[config.mk]
export PLATFORM = sky130hd
export DESIGN_NAME = lfsr8
export DESIGN_NICKNAME = d
export VERILOG_FILES = /design/src/rtl/mathrix_pkg.sv /design/src/rtl/equation_checker_lfsr8.sv
export SDC_FILE = /design/constraint.sdc
export NUM_CORES = 1
export LEC_CHECK = 0
export ABC_AREA = 1
export BUFFER_PORTS_ARGS = -buffer_cell sky130_fd_sc_hd__buf_4
export CAP_MARGIN = 0
export CORE_AREA = 2 2 39 41
export DETAILED_ROUTE_END_ITERATION = 12
export DIE_AREA = 0 0 41 43
export GPL_TIMING_DRIVEN = 1
export PLACE_DENSITY = 0.55
export SYNTH_ARGS = -nofsm -noshare
export SYNTH_HDL_FRONTEND = slang
export SYNTH_SLANG_ARGS = --single-unit
[constraint.sdc]
create_clock -name Clock -period 1.8 [get_ports Clock]
set_clock_uncertainty 0.2 [all_clocks]
set_input_delay 0.36 -clock Clock [delete_from_list [all_inputs] [get_ports Clock]]
set_output_delay 0.36 -clock Clock [all_outputs]
set_load 0.01 [all_outputs]
[src/rtl/mathrix_pkg.sv]
// Shared definitions for the arithmetic-quiz equation checker.
package mathrix_pkg;

  // Operand and answer width; a 5-bit LFSR slice plus headroom for the sum.
  localparam int unsigned OPERAND_W = 7;

  // Fibonacci feedback taps 8,6,5,4 mapped onto bits [7:0].
  localparam logic [7:0] LFSR_TAPS = 8'hB8;

  // Operation codes carried on OpSub.
  localparam logic OP_ADD = 1'b0;
  localparam logic OP_SUB = 1'b1;

  // Checker state encoding (legacy-compatible constants).
  localparam logic [2:0] ST_IDLE    = 3'd0;
  localparam logic [2:0] ST_GEN     = 3'd1;
  localparam logic [2:0] ST_WAIT_GO = 3'd2;
  localparam logic [2:0] ST_CHECK   = 3'd3;
  localparam logic [2:0] ST_PASS    = 3'd4;
  localparam logic [2:0] ST_DONE    = 3'd5;

  // One LFSR step: shift toward the MSB, feedback is the parity of the tapped bits.
  function automatic logic [7:0] lfsr_step(input logic [7:0] q);
    return {q[6:0], ^(q & LFSR_TAPS)};
  endfunction

endpackage

[src/rtl/equation_checker_lfsr8.sv]
// Free-running 8-bit Fibonacci LFSR supplying operand bits.
module lfsr8
  import mathrix_pkg::*;
(
  input  logic       Clock,
  input  logic       Reset,
  input  logic [7:0] Seed,
  output logic [7:0] Q
);

  // Load the seed on reset, otherwise advance one step every cycle.
  always_ff @(posedge Clock) begin
    if (Reset) begin
      Q <= Seed;
    end else begin
      Q <= lfsr_step(Q);
    end
  end

endmodule

==> results of run 1 <==
-- cell usage in the layout (no fill, tap or decap) --
cell and n:
buf_4 17, bufinv_8 1, clkbuf_4 3, dfxtp_1 8
inv_1 5, nand2_1 26, nand3_1 1, nor2_1 1
nor2_2 1, o21ai_1 2, xnor2_1 1
-- kinds of logic (layout without fill, tap and decap cells) --
logic type             Yosys count  count (layout)  synth area share
AND/OR/NAND/NOR                 29              29            0.3383
flip-flops                       8               8            0.4812
buffers and inverters            7              26            0.1241
AO/OA/AOI/OAI                    2               2           0.03008
XOR/XNOR                         1               1           0.02632
-- final cells by class --
cell class | count | area (µm²)
Sequential cell | 8 | 160.2
Inverter | 6 | 36.28
Timing Repair Buffer | 17 | 127.6
Tap cell | 16 | 20.02
Fill cell | 158 | 885.9
Clock buffer | 3 | 22.52
Multi-Input combinational cell | 32 | 131.4
-- layer usage --
| layer | wire length [µm] | global-route usage | up-vias |
|---|---|---|---|
| li1 | - | - | 177 |
| met1 | 320 | 0.1303 | 143 |
| met2 | 327 | 0.1375 | 10 |
| met3 | 53 | 0.03141 | 2 |
| met4 | 5 | 0.1000 | 0 |
| met5 | 0 | 0 | - |
-- Yosys cell counts --
cell	count	area share
nor2_2	1	0.019
xnor2_1	1	0.026
o21ai_1	2	0.030
nand3_1	1	0.015
dfxtp_1	8	0.48
buf_2	1	0.015
nand2_1	26	0.29
bufinv_8	1	0.053
nor2_1	1	0.011
inv_1	5	0.056
-- per-stage QoR --
stage | power, mW | util | worst slack, ns | instance area [µm²]
detailed placement | 0.3123 | 0.3436 | 0.6196 | 475.5
floorplan | 0.2616 | - | 0.7821 | 332.8
finish | 0.4451 | 0.3599 | 0.4416 | 498.0
CTS | 0.4524 | 0.3599 | 0.4349 | 498.0
global placement | 0.3122 | 0.3436 | 0.6795 | 475.5
global route | 0.4779 | 0.3599 | 0.4060 | 498.0
-- power groups by stage --
stage | Sequential (mW) | Combinational [mW] | Clock [mW]
after floorplan | 0.222 | 0.0397 | 0
after global placement | 0.216 | 0.0961 | 0
after detailed placement | 0.215 | 0.0977 | 0
after CTS | 0.211 | 0.0978 | 0.143
after global routing | 0.214 | 0.109 | 0.155
final | 0.211 | 0.0959 | 0.138
-- worst max path at each step --
| stage | startpoint | to | cells after the start |
|---|---|---|---|
| 2_1_floorplan | Q[3] | Q[0] | 5 |
| 3_3_place_gp | Reset | Q[0] | 4 |
| 3_5_place_dp | Reset | Q[0] | 4 |
| 4_1_cts | Q[5] | Q[5] | 1 |
| 5_1_grt | Q[4] | Q[4] | 1 |
| 6_report | Q[5] | Q[5] | 1 |
==> run_results.csv, run 1 <==
group,metric,value,unit
die,placeableCoreArea,0.001384,mm²
synthesis,syn-num-nets,57,
critical_path,regToRegSetupSlack,0.74,ns
synthesis,synth_area,332.8,µm²
cts,clk_path_buf_depth,2,
global_routing,grt_max_degree,12,
min_path,worst_hold_startpoint,"Seed[7]",
pwr,ir_drop,0.0003539,V
timing,grt_setup_unrepaired,"no",
die,start_util,0.2405,
drt,drc,0,
layout,largest-register,"Q",
pwr,combinationalPowerShare,0.216,
min_path,hold_depth,3,
pwr,power_density,893.7,mW/mm²
critical_path,cp.arrival,0.80,ns
pwr,power_switching,0.1183,mW
critical_path,worstSetupEndpointType,"primary output",
timing,drv_slew,0,
layout,final_nets,78,
critical_path,path_max_fanout,4,
cts,clock_sinks,8,
timing,min_period_over_period,0.7547,
min_path,min_path_type,"in2reg",
cts,clock_latency,0.25,ns
global_routing,grt_pass1_vias,296,
pwr,swShare,0.2658,
cts,cts_hold_buffers,0,
drt,routed_wl,706,µm
pwr,p_leak,0.2854,nW
cts,cts_tree,"done",
critical_path,cp-start-kind,"flop",
synthesis,synth.distinct_cells,10,
synthesis,seq_area_frac_synth,0.4812,
critical_path,reg2reg_to,"Q[0]",
layout,reg_top3,"Q: 8 flops",
placed_design,gp_congestion,0.7587,
synthesis,syn_inst,47,
cts,clk_pin_slew,0.06,ns
drt,viasPerCell,4.049,
drt,vias,332,
timing,hold_slack,0.09848,ns
global_routing,grt_usage,0.1058,
layout,area_growth,49.62,%
global_routing,grt-ovfl-total,0,
cts,cts_resized,0,
layout,largest_reg_flops,8,
min_path,min_to,"Q[7]",
timing,tns,0,ns
synthesis,postSynthAreaPerCell,7.081,µm²
synthesis,yosysWarnings,0,
status,outcome,"complete, no violations",
timing,finalSetupViolCount,0,
layout,final_cells,82,
pwr,p_seq_frac,0.474,
run,cap_violations,0,
cts,cts_setup_buffers,0,
die,die_width,41,µm
pwr,p_clk_frac,0.310,
critical_path,crit_required,1.24,ns
pwr,intPower,0.3268,mW
critical_path,r2r-start,"Q[5]",
synthesis,ys_ff_latch,8,
layout,diodes,0,
cts,htree_levels,1,
placed_design,placedCellCount,79,
layout,drive_above_1_share,0.3333,
critical_path,r2r_cells,6,
critical_path,cp_num_buf_inv,1,
critical_path,crit_family,"flip-flops",
drt,drtIter0Drc,5,
die,io_pins,18,
drt,ant_nets,0,
cts,root_buffer,"clkbuf_4",
placed_design,port_buffers,17,
global_routing,grt_pass1_wl,1193,µm
critical_path,slowest_delay,0.40,ns
cts,cts_made_buffers,3,
die,die-area,0.001763,mm²
die,die_y,43,µm
timing,fmax,736.2,MHz
global_routing,grt_antenna_before_repair,0,
drt,drt_first_pass_iters,3,
timing,fin_crit,1.358,ns
critical_path,critPathSlowestCell,"dfxtp_1",
critical_path,path_cells,"buf_4",
timing,relSlewSlack,0.8901,
die,core.rowCount,14,
timing,worstMarginPinSlew,0.1647,ns
drt,wl_per_cell,8.610,µm
critical_path,worst-setup-path-type,"reg2out",
timing,finalHoldViolations,0,
No activity file was read; power rests on OpenSTA's default activity.
==> run 2: changes to the inputs <==
- PLACE_DENSITY: 0.55 -> 0.57
- clock period: 1.8 -> 1.11 ns (I/O delays scaled with it)
==> run 2 against run 1 <==
  * The flow now finishes with violations (setup timing)
  * Clock-buffer cell count unchanged
  * Clock power up 59%
  * Global-route usage up 0.77 points
  * Register-to-register slack worse by 0.74 ns
  * Highest routed layer unchanged
  * Sequential share of layout area down 6.2 points
  * Final cell count up 15%
  * Total power up 81%
  * Via count up 10%
  * Critical path depth unchanged
  * Cell area up 35%
  * Non-clock buffer count up 12
  * Worst setup slack worse by 0.48 ns
==> run_results.csv, run 2 (synthesized netlist as in run 1, its figures left out) <==
group,metric,value,unit
status,outcome,"complete, but fails checks",
status,violations,"setup timing",
layout,multi_input_area,148.9,µm²
timing,worstMarginPinSlew,0.1103,ns
pwr,power_switching,0.2104,mW
die,placeableCoreArea,0.001384,mm²
global_routing,grt_max_degree,12,
drt,viasPerCell,3.894,
layout,area_growth,102.6,%
timing,relSlewSlack,0.9261,
cts,htree_levels,1,
global_routing,grt_pass1_vias,345,
critical_path,cp.arrival,0.72,ns
critical_path,slowest_delay,0.36,ns
critical_path,path_max_fanout,4,
min_path,min_path_type,"in2reg",
die,die_y,43,µm
critical_path,crit_family,"flip-flops",
die,die-area,0.001763,mm²
critical_path,path_cells,"buf_6",
critical_path,worst-setup-path-type,"reg2out",
layout,seqCellArea,175.2,µm²
cts,clk_path_buf_depth,2,
cts,cts_tree,"done",
layout,largest_reg_flops,8,
pwr,ir_drop,0.0006247,V
pwr,combinationalPowerShare,0.294,
pwr,p_seq_frac,0.435,
layout,final_nets,90,
die,core.rowCount,14,
pwr,power_density,1196,mW/mm²
layout,drive_above_1_share,0.4872,
die,io_pins,18,
layout,final_cell_mix,"nand2_1, buf_4, buf_6",
cts,clock_latency,0.25,ns
pwr,design_power_total,0.8068,mW
global_routing,grt_usage,0.1136,
die,start_util,0.2405,
drt,drtIter0Drc,0,
critical_path,crit_required,0.69,ns
cts,cts_made_buffers,3,
timing,finalHoldViolations,0,
timing,grt_setup_unrepaired,"yes",
drt,drt_first_pass_iters,1,
layout,largest-register,"Q",
timing,fmax,873.2,MHz
cts,clk_pin_slew,0.05,ns
critical_path,cp_num_buf_inv,1,
drt,wl_per_cell,9.128,µm
die,die_width,41,µm
placed_design,hpwl,542.1,µm
critical_path,worstSetupEndpointType,"primary output",
timing,finalSetupViolCount,3,
global_routing,grt-ovfl-total,0,
layout,final_common_cell,"nand2_1",
run,cap_violations,0,
drt,vias,366,
critical_path,critPathSlowestCell,"dfxtp_4",
layout,nFillCells,132,
timing,setup_ws,-0.03520,ns
pwr,p_leak,0.3572,nW
critical_path,cp-start-kind,"flop",
drt,ant_nets,0,
global_routing,grt_pass1_wl,1297,µm
placed_design,port_buffers,17,
drt,drc,0,
drt,routed_wl,858,µm
timing,fin_crit,1.145,ns
pwr,intPower,0.5963,mW
cts,root_buffer,"clkbuf_4",
timing,drv_slew,0,
layout,diodes,0,
pwr,swShare,0.2609,
global_routing,grt_antenna_before_repair,0,
layout,reg_top3,"Q: 8 flops",
pwr,p_clk_frac,0.271,
timing,min_period_over_period,1.032,
placed_design,dpl_worst_slack,0.05847,ns
placed_design,gp_congestion,0.6439,
cts,clock_sinks,8,
[run 2: changes by cell type in the layout (fill, tap and decap cells not counted), moves of 2 or more]
cell / previous run / this run
inv_1: 5 / 3
dfxtp_4: 0 / 2
inv_2: 0 / 2
dfxtp_2: 0 / 6
dfxtp_1: 8 / 0
dlygate4sd3_1: 0 / 8
buf_6: 0 / 9
buf_4: 17 / 12
[run 2: routing by layer]
layer / vias up / wire length (µm) / track usage / part of all wire
met3: 2 / 36 / 0.04712 / 0.042
li1: 200 / - / - / -
met2: 9 / 451 / 0.1656 / 0.53
met1: 155 / 361 / 0.1258 / 0.42
met5: - / 0 / 0 / 0
met4: 0 / 8 / 0.08000 / 0.0093
[run 2: area by class of cell]
| type | instances | area share |
|---|---|---|
| clock buffers | 3 | 0.03340 |
| flip-flops and latches | 8 | 0.2597 |
| multi-input cells | 32 | 0.2208 |
| inverters | 6 | 0.05380 |
| repair buffers | 29 | 0.4026 |
| well taps | 16 | 0.02968 |
[run 2: worst paths after layout]
kind	startpoint	to	slack (ns)	cells after the start
setup / recovery	Q[3]	Q[3]	-0.04	1
hold / removal	Reset	Q[5]	0.03	2
setup reg to reg	Q[4]	Q[0]	0	7
hold reg to reg	Q[1]	Q[2]	0.25	2
[run 2: what timing repair did]
| item | CTS | global route |
|---|---|---|
| endpoints found under the setup margin | 8 | 9 |
| buffers inserted | 4 | 0 |
| gates resized for setup | 16 | 8 |
| hold endpoints to repair | 8 | 0 |
| hold buffers | 8 | 0 |
| pin swaps | 0 | 1 |
[run 2: power by group through the flow]
stage	Clock (mW)	Combinational, mW	Sequential [mW]
final	0.219	0.237	0.351
after global placement	0	0.156	0.351
after floorplan	0	0.0644	0.360
after detailed placement	0	0.158	0.349
after CTS	0.228	0.221	0.350
after global routing	0.245	0.263	0.353
[run 2: stage by stage]
stage                     utilization  instance area [µm²]  setup TNS [ns]  hold WS (ns)  cells
after global placement         0.3436                475.5               0        0.2221     79
after floorplan                     -                332.8               0        0.1322     47
final                          0.4873                674.4        -0.07263       0.02611     94
after CTS                      0.4684                648.1        -0.09166       0.03076     94
after global routing           0.4873                674.4         -0.3029       0.04485     94
after detailed placement       0.3436                475.5               0        0.2253     79
==> run 3: changes to the inputs <==
- PLACE_DENSITY: 0.57 -> 0.55
- clock period: 1.11 -> 1.4 ns (I/O delays scaled with it)
==> run 3 against run 2 <==
  * Non-clock buffer count is 12 lower
  * Largest cell class is now sequential cells
  * Clock power is 23% lower
  * Sequential share of layout area is 6.2 points higher
  * Highest routed layer is now met3
  * Critical path type unchanged
  * Global-route usage is 2.3 points lower
  * The flow now finishes without violations
==> run_results.csv, run 3 (synthesized netlist as in run 1, its figures left out) <==
group,metric,value,unit
drt,wl_per_cell,8.037,µm
pwr,p_seq_frac,0.483,
pwr,power_density,1128,mW/mm²
timing,hold_slack,0.02492,ns
layout,final_cell_mix,"nand2_1, buf_4, dfxtp_1",
placed_design,hpwl,545.8,µm
pwr,power_switching,0.1418,mW
layout,diodes,0,
global_routing,grt_pass1_vias,292,
pwr,p_leak,0.2854,nW
drt,drt_first_pass_iters,2,
critical_path,cp-start-kind,"flop",
cts,root_buffer,"clkbuf_4",
status,outcome,"complete, no violations",
critical_path,cp.arrival,0.78,ns
layout,drive_above_1_share,0.3333,
cts,cts_hold_buffers,0,
timing,drv_slew,0,
pwr,swShare,0.2526,
cts,cts_tree,"done",
layout,largest_reg_flops,8,
timing,tns,0,ns
layout,final_common_cell,"nand2_1",
drt,vias,318,
placed_design,port_buffers,17,
min_path,min_path_type,"in2reg",
cts,cts_made_buffers,3,
drt,ant_nets,0,
timing,finalSetupViolCount,0,
critical_path,path_cells,"buf_4",
run,cap_violations,0,
cts,htree_levels,1,
global_routing,grt_pass1_wl,1048,µm
pwr,ir_drop,0.0004268,V
placed_design,placed_cell_area,475.5,µm²
layout,largest-register,"Q",
layout,seqCellArea,160.2,µm²
global_routing,grt-ovfl-total,0,
die,core.rowCount,14,
layout,nFillCells,149,
layout,area_growth,49.62,%
drt,viasPerCell,3.878,
critical_path,worstSetupEndpointType,"primary output",
timing,min_period_over_period,0.9011,
timing,fin_crit,1.262,ns
timing,finalHoldViolations,0,
critical_path,critPathSlowestCell,"dfxtp_1",
timing,worstMarginPinSlew,0.1625,ns
layout,multi_input_area,131.4,µm²
global_routing,grt_antenna_before_repair,0,
pwr,p_clk_frac,0.299,
die,die_width,41,µm
cts,clock_sinks,8,
cts,clk_path_buf_depth,2,
global_routing,grt_max_degree,12,
cts,cts_resized,0,
critical_path,path_max_fanout,4,
cts,clk_pin_slew,0.05,ns
drt,routed_wl,659,µm
critical_path,slowest_delay,0.39,ns
timing,fmax,792.7,MHz
critical_path,worst-setup-path-type,"reg2out",
die,start_util,0.2405,
drt,drtIter0Drc,3,
critical_path,cp_num_buf_inv,1,
layout,final_nets,78,
die,io_pins,18,
placed_design,gp_congestion,0.7593,
drt,drc,0,
pwr,combinationalPowerShare,0.218,
timing,grt_setup_unrepaired,"no",
cts,cts_setup_buffers,0,
die,die_y,43,µm
pwr,intPower,0.4198,mW
die,placeableCoreArea,0.001384,mm²
global_routing,grt_usage,0.09063,
pwr,design_power_total,0.5616,mW
critical_path,crit_required,0.92,ns
critical_path,crit_family,"flip-flops",
cts,clock_latency,0.24,ns
die,die-area,0.001763,mm²
layout,design_area,498.0,µm²
layout,reg_top3,"Q: 8 flops",
timing,relSlewSlack,0.8915,
-- run 3: cell types whose count changed in the layout (fill, tap and decap cells not counted), sizes merged --
cell / change
dlygate4sd3: -8
buf: -4
-- run 3: power groups by stage --
stage,Sequential [mW],Combinational (mW),Clock (mW)
finish,0.271,0.122,0.168
global route,0.275,0.139,0.191
CTS,0.272,0.125,0.177
detailed placement,0.276,0.125,0
global placement,0.278,0.124,0
floorplan,0.285,0.0510,0
-- run 3: final timing paths --
kind            from   end  slack [ns]  depth (start not counted)
min reg2reg     Q[6]  Q[7]        0.25                          2
max reg2reg     Q[5]  Q[0]        0.37                          6
max             Q[5]  Q[5]        0.14                          1
min          Seed[1]  Q[1]        0.02                          3
-- run 3: layer usage --
metal,share of wire,track usage,vias up
met5,0,0,-
met4,0,0.06000,0
met3,0.070,0.03141,0
met2,0.44,0.1281,10
met1,0.49,0.1104,132
li1,-,-,176
-- run 3: metrics by stage --
stage,utilization,setup WS (ns),instances
floorplan,-,0.3821,47
finish,0.3599,0.1385,82
global route,0.3599,0.1019,82
CTS,0.3599,0.1236,82
detailed placement,0.3436,0.3254,79
global placement,0.3436,0.3596,79
-- run 3: layout make-up --
cell class,count,share of cell area
Clock buffer,3,0.04523
Sequential cell,8,0.3216
Inverter,6,0.07286
Tap cell,16,0.04020
Multi-Input combinational cell,32,0.2638
Timing Repair Buffer,17,0.2563
